**src/rtl/sparse_pos_pack.sv**
```systemverilog
// Packs nonzero ternary coefficients as {pos, sign} entries, CORE_NUM per word, into the position memory.
// Latency: a completed word is written one cycle after its last entry; no backpressure on the write port.
module sparse_pos_pack #(
    parameter int POLY_LEN      = 512,
    parameter int CORE_NUM      = 4,
    parameter int SPARSE_NUM    = 256,
    parameter int POS_WIDTH     = $clog2(POLY_LEN),
    parameter int POS_MEM_DEPTH = (SPARSE_NUM + CORE_NUM - 1) / CORE_NUM,
    parameter int POS_MEM_WIDTH = (POS_WIDTH + 1) * CORE_NUM
) (
    input  logic                               clk,
    input  logic                               rst,
    input  logic                               start,
    input  logic                               coef_valid,
    input  logic [1:0]                         coef_in,
    output logic                               coef_ready,
    output logic                               mem_pos_wren,
    output logic [$clog2(POS_MEM_DEPTH)-1:0]   mem_pos_wr_addr,
    output logic [POS_MEM_WIDTH-1:0]           mem_pos_din,
    output logic                               busy,
    output logic                               done,
    output logic                               err,
    output logic [$clog2(POLY_LEN+1)-1:0]      nz_count
);

    localparam int EW  = POS_WIDTH + 1;
    localparam int AW  = $clog2(POS_MEM_DEPTH);
    localparam int CW  = AW + 1;
    localparam int NZW = $clog2(POLY_LEN + 1);
    localparam int FW  = (CORE_NUM > 1) ? $clog2(CORE_NUM) : 1;

    localparam logic [POS_WIDTH-1:0] LAST_IDX  = POS_WIDTH'(POLY_LEN - 1);
    localparam logic [NZW-1:0]       SPARSE_C  = NZW'(SPARSE_NUM);
    localparam logic [CW-1:0]        DEPTH_C   = CW'(POS_MEM_DEPTH);
    localparam logic [CW-1:0]        LAST_ADDR = CW'(POS_MEM_DEPTH - 1);
    localparam logic [FW-1:0]        FILL_LAST = FW'(CORE_NUM - 1);

    typedef enum logic [2:0] {IDLE, SCAN, FLUSH, ZFILL, DONE} state_t;

    state_t                   state_q, state_d;
    logic [POS_WIDTH-1:0]     idx_q, idx_d;
    logic [NZW-1:0]           nz_q, nz_d;
    logic [POS_MEM_WIDTH-1:0] pack_q, pack_d;
    logic [FW-1:0]            fill_q, fill_d;
    logic [CW-1:0]            wcnt_q, wcnt_d;
    logic                     err_q, err_d;
    logic                     wren_q, wren_d;
    logic [AW-1:0]            addr_q, addr_d;
    logic [POS_MEM_WIDTH-1:0] din_q, din_d;
    logic                     done_q, done_d;
    logic                     busy_q, busy_d;
    logic                     rdy_q, rdy_d;
    logic [EW-1:0]            entry;
    logic [POS_MEM_WIDTH-1:0] word;

    always_comb begin
        state_d = state_q;
        idx_d   = idx_q;
        nz_d    = nz_q;
        pack_d  = pack_q;
        fill_d  = fill_q;
        wcnt_d  = wcnt_q;
        err_d   = err_q;
        wren_d  = 1'b0;
        addr_d  = addr_q;
        din_d   = '0;
        done_d  = 1'b0;
        // sign bit is 1 for +1 (2'b01) and 0 for -1 (2'b11)
        entry   = {idx_q, ~coef_in[1]};
        word    = pack_q;
        for (int k = 0; k < CORE_NUM; k++) begin
            if (fill_q == FW'(k)) begin
                word[k*EW +: EW] = entry;
            end
        end

        case (state_q)
            IDLE: begin
                if (start) begin
                    state_d = SCAN;
                    idx_d   = '0;
                    nz_d    = '0;
                    pack_d  = '0;
                    fill_d  = '0;
                    wcnt_d  = '0;
                    err_d   = 1'b0;
                end
            end
            SCAN: begin
                if (coef_valid) begin
                    idx_d = idx_q + 1'b1;
                    if (coef_in == 2'b10) begin
                        err_d = 1'b1;
                    end else if (coef_in != 2'b00) begin
                        nz_d = nz_q + 1'b1;
                        if (nz_q >= SPARSE_C) begin
                            err_d = 1'b1;
                        end else if (fill_q == FILL_LAST) begin
                            wren_d = 1'b1;
                            addr_d = wcnt_q[AW-1:0];
                            din_d  = word;
                            wcnt_d = wcnt_q + 1'b1;
                            pack_d = '0;
                            fill_d = '0;
                        end else begin
                            pack_d = word;
                            fill_d = fill_q + 1'b1;
                        end
                    end
                    if (idx_q == LAST_IDX) begin
                        state_d = FLUSH;
                    end
                end
            end
            FLUSH: begin
                if (fill_q != '0 && wcnt_q < DEPTH_C) begin
                    wren_d = 1'b1;
                    addr_d = wcnt_q[AW-1:0];
                    din_d  = pack_q;
                    wcnt_d = wcnt_q + 1'b1;
                end
                pack_d  = '0;
                fill_d  = '0;
                state_d = ZFILL;
            end
            ZFILL: begin
                if (wcnt_q < DEPTH_C) begin
                    wren_d = 1'b1;
                    addr_d = wcnt_q[AW-1:0];
                    wcnt_d = wcnt_q + 1'b1;
                    if (wcnt_q == LAST_ADDR) begin
                        state_d = DONE;
                    end
                end else begin
                    state_d = DONE;
                end
            end
            DONE: begin
                done_d  = 1'b1;
                state_d = IDLE;
                if (nz_q != SPARSE_C) begin
                    err_d = 1'b1;
                end
            end
            default: state_d = IDLE;
        endcase

        busy_d = (state_d != IDLE);
        rdy_d  = (state_d == SCAN);
    end

    always_ff @(posedge clk or negedge rst) begin
        if (!rst) begin
            state_q <= IDLE;
            idx_q   <= '0;
            nz_q    <= '0;
            pack_q  <= '0;
            fill_q  <= '0;
            wcnt_q  <= '0;
            err_q   <= 1'b0;
            wren_q  <= 1'b0;
            addr_q  <= '0;
            din_q   <= '0;
            done_q  <= 1'b0;
            busy_q  <= 1'b0;
            rdy_q   <= 1'b0;
        end else begin
            state_q <= state_d;
            idx_q   <= idx_d;
            nz_q    <= nz_d;
            pack_q  <= pack_d;
            fill_q  <= fill_d;
            wcnt_q  <= wcnt_d;
            err_q   <= err_d;
            wren_q  <= wren_d;
            addr_q  <= addr_d;
            din_q   <= din_d;
            done_q  <= done_d;
            busy_q  <= busy_d;
            rdy_q   <= rdy_d;
        end
    end

    assign coef_ready      = rdy_q;
    assign mem_pos_wren    = wren_q;
    assign mem_pos_wr_addr = addr_q;
    assign mem_pos_din     = din_q;
    assign busy            = busy_q;
    assign done            = done_q;
    assign err             = err_q;
    assign nz_count        = nz_q;

endmodule

```
**config.mk**
```make
export PLATFORM = sky130hd
export DESIGN_NAME = sparse_pos_pack
export DESIGN_NICKNAME = d
export VERILOG_FILES = /design/src/rtl/sparse_pos_pack.sv
export SDC_FILE = /design/constraint.sdc
export NUM_CORES = 1
export LEC_CHECK = 0
export CORE_MARGIN = 4
export CORE_UTILIZATION = 55
export CTS_CLUSTER_SIZE = 24
export DETAILED_ROUTE_END_ITERATION = 10
export GPL_ROUTABILITY_DRIVEN = 0
export GPL_TIMING_DRIVEN = 0
export PLACE_DENSITY = 0.87
export SLEW_MARGIN = 0
export SYNTH_ARGS = -nofsm -noshare
export SYNTH_HDL_FRONTEND = slang
export SYNTH_SLANG_ARGS = --single-unit
```
**constraint.sdc**
```tcl
create_clock -name clk -period 2.6 [get_ports clk]
set_clock_uncertainty 0.15 [all_clocks]
set_input_delay 0.39 -clock clk [delete_from_list [all_inputs] [get_ports clk]]
set_output_delay 0.39 -clock clk [all_outputs]
set_load 0.01 [all_outputs]
```
==> results of run 1 <==
-- per-layer routing --
metal,share of wire (%),track usage [%],vias to the layer above
met1,39,31.0,2044
met4,3.2,11.8,0
met2,50,39.5,237
met5,0,0,-
met3,7.7,6.25,47
li1,-,-,1765
-- path summary, 6_finish.rpt --
| kind | to | cells after the start |
|---|---|---|
| hold / removal | nz_count[5]$_DFFE_PN0P_ | 2 |
| hold reg to reg | mem_pos_din[37]$_DFF_PN0_ | 1 |
| max in group asynchronous | mem_pos_din[1]$_DFF_PN0_ | 3 |
| setup / recovery | mem_pos_din[30]$_DFF_PN0_ | 6 |
| min in group clk | mem_pos_din[37]$_DFF_PN0_ | 1 |
| setup reg to reg | mem_pos_din[30]$_DFF_PN0_ | 6 |
-- sequential cells by signal (all words and copies together), names as in the netlist --
signal and flops:
busy 1, coef_ready 1, done 1, err 1
fill_q 2, idx_q 9, mem_pos_din 40, mem_pos_wr_addr 6
mem_pos_wren 1, nz_count 10, pack_q 40, state_q 3
wcnt_q 7
-- synth_stat cells, drive strengths merged, types with 5 or more instances --
master / instances
buf: 16
clkbuf: 16
nand3: 10
and2: 6
dfrtp: 122
xor2: 6
o21ai: 9
ha: 9
nor2: 27
inv: 9
a32o: 22
a21oi: 9
o211ai: 5
or2: 7
nor2b: 12
a22o: 43
mux2i: 13
nand2: 21
mux2: 10
nand4: 5
-- metrics by stage --
stage | util (%) | std cells | power, mW
6_report | 72.5 | 659 | 6.26
5_1_grt | 72.5 | 659 | 6.51
4_1_cts | 72.5 | 659 | 6.24
3_5_place_dp | 66.0 | 626 | 3.87
3_3_place_gp | 65.7 | 625 | 3.79
2_1_floorplan | - | 430 | 3.34
-- power groups by stage --
stage               clock (mW)  sequential [mW]  combinational [mW]
detailed placement           0             2.33                1.55
floorplan                    0             2.32                1.02
finish                    2.33             2.31                1.61
global route              2.42             2.34                1.75
CTS                       2.34             2.31                1.59
global placement             0             2.31                1.48
-- worst max-delay path: stages, from the launching register on --
cell     delay [ns]
dfrtp_1        0.42
inv_1          0.11
ha_1           0.23
buf_2          0.20
nor4_2         0.92
nand2_1        0.14
o21ai_0        0.17
-- cell type report --
cell class | count | area share [%]
sequential | 122 | 45.4
multi-input combinational | 267 | 30.1
buffer | 32 | 2.51
clock buffer | 18 | 6.36
timing repair buffer | 68 | 10.3
clock inverter | 14 | 2.42
inverter | 9 | 0.502
tap | 129 | 2.40
-- logic make-up after synthesis --
group	Yosys count	share of synthesized area, %
compound gates	108	17.0
xor+xnor	6	0.995
fa+ha+maj	9	2.13
buf+inv	41	3.84
flops	122	57.8
mux	23	4.60
simple gates	121	13.6
-- what timing repair did --
action | 4_1_cts | 5_1_grt
hold buffers | 1 | 0
resized for setup | 0 | 0
hold endpoints to repair | 41 | 0
==> impl_metrics.csv, run 1 <==
group,metric,value,unit
synthesis,netlist_instances,430,
pwr,swShare,33.3,%
synthesis,syn_area_per_cell,12.3,um2
worst_setup_path,cp.required,2.86,ns
layout,most-common-layout-cells,"dfrtp_1 (122), clkdlybuf4s50_1 (65), a22o_1 (43)",
timing,worst_pin_slew,1.07,ns
synthesis,ys.flop_type,"dfrtp_1",
layout,fillers,617,
synthesis,synth-edff-count,0,
cts,cts_buffers,17,
cts,postCtsSetupBuffers,0,
placed_design,portBuffers,66,
detailed_routing,ant_nets,0,
layout,final_common_cell,"dfrtp_1",
min_path,holdCritPathClass,"primary input to asynchronous set/reset pin",
detailed_routing,vias,4093,
floorplanning,core-area,9280,um2
pwr,p_per_area,931,nW/um2
cts,root_buffer,"clkbuf_8",
global_route,antenna_found_initial,0,
cts,htreeDepth,4,
layout,syn2layout_area_growth,27.4,%
global_route,gr-total-overflow,0,
synthesis,synthArstFlopShare,100,%
cts,ctsLongestPathBuffers,2,
synthesis,synth_seq_cells,122,
worst_setup_path,path_max_fanout,10,
cts,cts_tree,"yes",
floorplanning,ios,67,
global_route,grt_pass1_vias,4144,
timing,finalHoldViolations,0,
pwr,intPower,4.17,mW
worst_setup_path,critPathLaunch,"fill_q[0]$_DFFE_PN0P_",
worst_setup_path,reg2reg_from,"fill_q[0]$_DFFE_PN0P_",
layout,layout-drive-gt1-share,15.5,%
timing,rsz0062_at_grt,"false",
cts,clk-insertion-delay-late,0.54,ns
worst_setup_path,reg2reg_slack,0.13,ns
detailed_routing,firstDrtPassIters,5,
timing,finalHoldWorstSlack,0.254,ns
global_route,grt_first_pass_wirelength,21.4,mm
detailed_routing,routed_via_density,6.21,
layout,final_cell_area,6730,um2
synthesis,synth_top_area_share,57.8,%
floorplanning,die_h,106,um
synthesis,yosysTopAreaCell,"dfrtp_1",
synthesis,ys_warn_count,0,
global_route,grt_max_degree,82,
layout,antenna_cells,0,
floorplanning,die_area,11200,um2
detailed_routing,route.detailed.drc,0,
cts,clock-sinks,122,
synthesis,synth.area.top_cells,"dfrtp_1 (58%), a22o_1 (7.1%), a32o_1 (4.2%)",
timing,finalCritPeriodShare,95.0,%
timing,finalCriticalPeriod,2.47,ns
floorplanning,placementRows,35,
timing,setup_viol_count_final,0,
pwr,p_sw,2.09,mW
global_route,track_usage,24.5,%
detailed_routing,wl_per_cell,19.9,um
worst_setup_path,crit_arrival,2.73,ns
timing,setup_tns,0,ns
layout,regArea,3050,um2
timing,fmax,0.405,GHz
synthesis,seq_area_frac_synth,57.8,%
detailed_routing,wl,13.1,mm
placed_design,dpl_worst_slack,-0.0495,ns
placed_design,place_area,6130,um2
worst_setup_path,end_kind,"flip-flop",
timing,slew_violations,0,
worst_setup_path,criticalPathCategory,"flip-flop to flip-flop",
worst_setup_path,cp-start-kind,"flip-flop",
floorplanning,floorplan.initialDensity,56.9,%
layout,multi_input_comb_area,2020,um2
detailed_routing,drtIter0Drc,341,
pwr,pwr-share-comb,25.8,%
pwr,peakVddDrop,0.461,mV
pwr,p_leak,3.04,nW
run_status,status,"finished, final reports clean",
run,maxCapViolations,0,
timing,relSlewSlack,28.1,%
synthesis,mappedNetlistArea,5280,um2
placed_design,detailed_place_hpwl,7.92,mm
floorplanning,die_width,106,um
cts,clk_pin_slew_worst_paths,0.06,ns
synthesis,synth_nets,445,
pwr,p_seq_share,36.9,%
layout,num-nets-final,532,
synthesis,ys_types,55,
timing,setup_slack,0.130,ns
pwr,clkPwrFrac,37.3,%
No activity file was read; power rests on OpenSTA's default activity.
==> inputs of run 2 (changes only) <==
--- a/config.mk
+++ b/config.mk
@@ -5,6 +5,7 @@
 export SDC_FILE = /design/constraint.sdc
 export NUM_CORES = 1
 export LEC_CHECK = 0
+export ABC_CLOCK_PERIOD_IN_PS = 2600
 export CORE_MARGIN = 4
 export CORE_UTILIZATION = 55
 export CTS_CLUSTER_SIZE = 24
==> results of run 2 <==
Same layout as run 1: the final DEF is identical, and so are final timing and power.
==> inputs of run 3 (changes only) <==
--- a/config.mk
+++ b/config.mk
@@ -5,12 +5,13 @@
 export SDC_FILE = /design/constraint.sdc
 export NUM_CORES = 1
 export LEC_CHECK = 0
+export ABC_AREA = 0
 export ABC_CLOCK_PERIOD_IN_PS = 2600
 export CORE_MARGIN = 4
 export CORE_UTILIZATION = 55
 export CTS_CLUSTER_SIZE = 24
 export DETAILED_ROUTE_END_ITERATION = 10
-export GPL_ROUTABILITY_DRIVEN = 0
+export GPL_ROUTABILITY_DRIVEN = 1
 export GPL_TIMING_DRIVEN = 0
 export PLACE_DENSITY = 0.87
 export SLEW_MARGIN = 0
==> results of run 3 <==
Same layout as run 1: the final DEF is identical, and so are final timing and power.
